--- src/rtl/dds_phase_accumulator_module_pkg.sv ---
// dds_phase_accumulator_module_pkg: shared constants and quadrant encoding for the DDS phase path
package dds_phase_accumulator_module_pkg;
    localparam logic [7:0] DAC_MID = 8'h80;
    localparam int KW_RESET_DEFAULT = 5;
    localparam int ROM_LAT = 1;
    typedef enum logic [1:0] {Q0 = 2'd0, Q1 = 2'd1, Q2 = 2'd2, Q3 = 2'd3} quad_t;
endpackage

--- src/rtl/dds_quadrant_fold_module.sv ---
// dds_quadrant_fold_module: folds a full-wave index into a quarter-wave ROM address and delays the quadrant
module dds_quadrant_fold_module
    import dds_phase_accumulator_module_pkg::*;
#(
    parameter int ADDR_W = 10
) (
    input  logic              clk,
    input  logic              rst,
    input  logic [ADDR_W-1:0] idx,
    output logic [ADDR_W-3:0] addr,
    output quad_t             quad
);
    // Quadrant travels one stage for the fold register plus the ROM read latency
    localparam int D = ROM_LAT + 1;
    quad_t q_in;
    quad_t q_pipe [D];
    assign q_in = quad_t'(idx[ADDR_W-1:ADDR_W-2]);
    assign quad = q_pipe[D-1];
    always_ff @(posedge clk) begin
        if (rst) begin
            addr <= '0;
            for (int i = 0; i < D; i++) q_pipe[i] <= Q0;
        end else begin
            addr <= q_in[0] ? ~idx[ADDR_W-3:0] : idx[ADDR_W-3:0];
            q_pipe[0] <= q_in;
            for (int i = 1; i < D; i++) q_pipe[i] <= q_pipe[i-1];
        end
    end
endmodule

--- src/rtl/dds_phase_accumulator_module.sv ---
// dds_phase_accumulator_module: phase accumulator with wrap-synchronous word update and full-wave sine rebuild
module dds_phase_accumulator_module
    import dds_phase_accumulator_module_pkg::*;
#(
    parameter int PHASE_W     = 20,
    parameter int KW_W        = 12,
    parameter int ADDR_W      = 10,
    parameter int KW_RESET    = KW_RESET_DEFAULT,
    parameter int SYNC_UPDATE = 1
) (
    input  logic              CLK,
    input  logic              RST,
    input  logic              Enable,
    input  logic              Phase_Clr,
    input  logic [KW_W-1:0]   KW_In,
    output logic [ADDR_W-3:0] ROM_Addr_Out,
    input  logic [6:0]        ROM_Data_In,
    output logic [7:0]        DAC_Out,
    output logic              Sync_Out,
    output logic              Valid_Out
);
    logic [PHASE_W-1:0] phase;
    logic [KW_W-1:0]    kw_active;
    logic [PHASE_W:0]   sum;
    logic [2:0]         valid_sr;
    logic               wrap;
    quad_t              quad;
    assign sum = {1'b0, phase} + {{(PHASE_W+1-KW_W){1'b0}}, kw_active};
    assign wrap = Enable & sum[PHASE_W];
    assign Valid_Out = valid_sr[2];
    always_ff @(posedge CLK) begin
        if (RST) begin
            phase     <= '0;
            kw_active <= KW_W'(KW_RESET);
            Sync_Out  <= 1'b0;
            valid_sr  <= '0;
            DAC_Out   <= DAC_MID;
        end else begin
            valid_sr <= {valid_sr[1:0], 1'b1};
            DAC_Out  <= quad[1] ? DAC_MID - {1'b0, ROM_Data_In} : DAC_MID + {1'b0, ROM_Data_In};
            if (Phase_Clr) begin
                phase     <= '0;
                kw_active <= KW_In;
                Sync_Out  <= 1'b0;
            end else begin
                if (Enable) phase <= sum[PHASE_W-1:0];
                Sync_Out <= wrap;
                // A new word only lands on a wrap so the output period never glitches
                if (SYNC_UPDATE == 0 || wrap) kw_active <= KW_In;
            end
        end
    end
    dds_quadrant_fold_module #(.ADDR_W(ADDR_W)) u_fold (
        .clk (CLK),
        .rst (RST),
        .idx (phase[PHASE_W-1 -: ADDR_W]),
        .addr(ROM_Addr_Out),
        .quad(quad)
    );
endmodule

--- config.mk ---
export PLATFORM = sky130hd
export DESIGN_NAME = dds_phase_accumulator_module
export DESIGN_NICKNAME = d
export VERILOG_FILES = /design/src/rtl/dds_phase_accumulator_module_pkg.sv /design/src/rtl/dds_quadrant_fold_module.sv /design/src/rtl/dds_phase_accumulator_module.sv
export SDC_FILE = /design/constraint.sdc
export NUM_CORES = 1
export LEC_CHECK = 0
export BUFFER_PORTS_ARGS = -buffer_cell sky130_fd_sc_hd__buf_2
export CAP_MARGIN = 20
export CELL_PAD_IN_SITES_DETAIL_PLACEMENT = 0
export CELL_PAD_IN_SITES_GLOBAL_PLACEMENT = 1
export CORE_MARGIN = 2
export CORE_UTILIZATION = 46
export CTS_BUF_LIST = sky130_fd_sc_hd__clkbuf_8 sky130_fd_sc_hd__clkbuf_16
export DETAILED_ROUTE_END_ITERATION = 10
export HOLD_SLACK_MARGIN = 0.02
export PLACE_DENSITY_LB_ADDON = 0.1
export SLEW_MARGIN = 20
export SYNTH_ARGS = -nofsm -noshare
export SYNTH_HDL_FRONTEND = slang
export SYNTH_SLANG_ARGS = --single-unit
export TNS_END_PERCENT = 50
--- constraint.sdc ---
create_clock -name CLK -period 4.6 [get_ports CLK]
set_clock_uncertainty 0.15 [all_clocks]
set_input_delay 0.69 -clock CLK [delete_from_list [all_inputs] [get_ports CLK]]
set_output_delay 0.69 -clock CLK [all_outputs]
set_load 0.02 [all_outputs]
==> impl_metrics.tcl <==
set metrics [dict create \
    overflow 0 \
    hold_class "reg2reg" \
    cts_sinks 54 \
    drt_iter0_markers 61 \
    synth_cells 278 \
    post_cts_resized 0 \
    yosysWarnings 0 \
    drcViolationCount 0 \
    synth_fp_nets 316 \
    grt_pass1_vias 1868 \
    fin_tns_setup_ns 0 \
    final_common_cell "dfxtp_1" \
    cts_buffers 5 \
    core_area_mm2 0.00554 \
    finalWirelength_um 5190 \
    antenna_found_initial 0 \
    cts.clk_slew.worst_paths_ns 0.10 \
    syn_area_mm2 0.00265 \
    worstSetupStartpointType "primary input" \
    filler_cell_count 543 \
    antennaDiodeCount 0 \
    die_x_um 79.9 \
    seqPwrFrac_pct 56.4 \
    via_per_inst 5.21 \
    track_usage_pct 17.3 \
    die_h_um 79.9 \
    dr.pass1.iters 4 \
    min_period_ns 2.70 \
    htree_levels 2 \
    cpMaxStageDelayCell "o41ai_4" \
    syn_to_final_growth_pct 12.3 \
    crit_type "in2reg" \
    synth_edf_count 0 \
    synth-main-ff-cell "dfxtp_1" \
    wire_per_inst_um 13.4 \
    finalSetupViolCount 0 \
    combPwrFrac_pct 10.9 \
    ctsRootBufferMaster "clkbuf_8" \
    drtAntennaViolNets 0 \
    ys_seq_area_share_pct 40.8 \
    path_max_fanout 25 \
    status "finished, final reports clean" \
    ios 41 \
    dp_hpwl_um 3790 \
    worst_pin_slew_ns 0.870 \
    vdd_ir_drop_max_uv 157 \
    initial_core_util_pct 47.8 \
    synth_cell_types 52 \
    num_vias 2016 \
    slew_headroom_pct 41.8 \
    rsz0062_at_grt "false" \
    arrival_ns 2.72 \
    sw_frac_of_total_pct 25.5 \
    p_leak_nw 1.30 \
    routabilityCongestion 0.770 \
    holdBufCountCts 0 \
    synth.ff_latch_count 54 \
    final-hold-violation-count 0 \
    clk_latency_ns 0.31 \
    path_cells "buf_2 -> and4_1 -> and3_2 -> nand4_2 -> o41ai_4 -> a22oi_1" \
    grt_pass1_wl_um 8720 \
    switchingPower_w 0.000221 \
    dieArea_mm2 0.00638 \
    internal_power_w 0.000645 \
    crit_path_end_kind "flop" \
    io_buffers 40 \
    power_density_mw_per_mm2 291 \
    p_clk_share_pct 32.6 \
    clock.fmax_mhz 370 \
    grt_max_degree 28 \
    fin_ws_ns 1.90 \
    syn_avg_cell_area_um2 9.53 \
    drv_cap 0 \
    critPathTopFamily "compound AO/OA/AOI/OAI gates" \
    cts_tree "done" \
    period_share_pct 58.7 \
    final_nets 352 \
    row_count 27 \
    drive_above_1_share_pct 19.4 \
    slowest_delay_ns 0.74 \
    mostFrequentLayoutCells "dfxtp_1 (54), buf_2 (40), nor2_1 (27)" \
    critical_path_required_ns 4.61 \
    place_ws_ns 1.60 \
    slew_viol_final 0 \
    fin_hold_ws_ns 0.302 \
    cp_num_buf_inv 1 \
    postCtsSetupRepairBufs 0 \
    synthArstFlopShare_pct 0 \
    max-clock-path-buffers 2 \
]
-- worst paths after layout --
check / cells past startpoint / end / from / slack, ns
worst max register to register: 7 / kw_active[2] / kw_active[0] / 1.96
worst min register to register: 1 / valid_sr[2] / valid_sr[1] / 0.30
worst min-delay path: 1 / valid_sr[2] / valid_sr[1] / 0.30
worst max-delay path: 6 / kw_active[2] / Enable / 1.90
-- sequential cells by signal (all words and copies together) (netlist names) --
register,cells
kw_active,12
Sync_Out,1
u_fold.addr,8
phase,20
u_fold.q_pipe,2
valid_sr,3
DAC_Out,8
-- Yosys cell counts, types with 2 or more instances --
cell type	n	share of area [%]
o21ai_0	7	1.3
or4_1	3	0.85
ha_1	14	6.6
dfxtp_1	54	41
o21a_4	2	1.1
nor3b_1	2	0.57
nor2_1	27	3.8
a21o_1	3	0.85
clkbuf_1	5	0.71
a21oi_1	11	2.1
o41ai_1	3	0.99
a211oi_1	3	0.85
buf_6	3	1.3
xor2_1	6	2.0
and3_1	3	0.71
or3_1	4	0.94
nand3_1	5	0.94
nand2_1	26	3.7
buf_1	2	0.28
a22oi_1	2	0.57
a22o_1	12	4.0
o31ai_1	6	1.7
mux2i_1	9	3.4
nor2b_1	6	1.4
o211ai_1	3	0.85
inv_1	10	1.4
buf_2	2	0.38
xnor2_1	12	4.0
nor3_1	5	0.94
nand3b_1	6	1.7
-- through the flow --
| step | utilization [%] | cells | power, W | cell area [µm²] |
|---|---|---|---|---|
| after floorplan | - | 278 | 0.000566 | 2650 |
| after global placement | 51.9 | 379 | 0.000593 | 2880 |
| after detailed placement | 51.9 | 379 | 0.000594 | 2880 |
| after CTS | 53.7 | 387 | 0.000878 | 2980 |
| after global routing | 53.7 | 387 | 0.000911 | 2980 |
| final | 53.7 | 387 | 0.000866 | 2980 |
-- power by group through the flow --
stage | registers [W] | clock network [W] | logic, W
after floorplan | 0.000503 | 0 | 0.0000633
after detailed placement | 0.000499 | 0 | 0.0000950
after CTS | 0.000489 | 0.000294 | 0.0000952
after global routing | 0.000491 | 0.000315 | 0.000106
after global placement | 0.000499 | 0 | 0.0000936
final | 0.000489 | 0.000283 | 0.0000944
-- final cells by class --
| cell class | instances | area, µm² | share of cell area, % |
|---|---|---|---|
| multi-input cells | 202 | 1460 | 49.1 |
| flip-flops and latches | 54 | 1080 | 36.3 |
| repair buffers | 41 | 208 | 6.98 |
| well taps | 72 | 90.1 | 3.03 |
| clock buffers | 6 | 82.6 | 2.78 |
| inverters | 10 | 37.5 | 1.26 |
| clock inverters | 2 | 16.3 | 0.547 |
-- metal layers --
layer	global-route usage [%]	share of wire (%)
met1	24.5	54
met4	5.59	1.3
met2	25.8	41
met5	0	0
met3	3.96	4.1
-- logic make-up (layout without fill, tap and decap cells) --
logic type / Yosys count / count (layout) / share of synthesized area, %
xor+xnor: 18 / 18 / 5.95
simple gates: 97 / 97 / 18.5
fa+ha+maj: 15 / 15 / 7.37
mux: 9 / 9 / 3.40
buf+inv: 22 / 59 / 4.06
flops: 54 / 54 / 40.8
compound gates: 63 / 63 / 19.9
No activity file was read; power rests on OpenSTA's default activity.
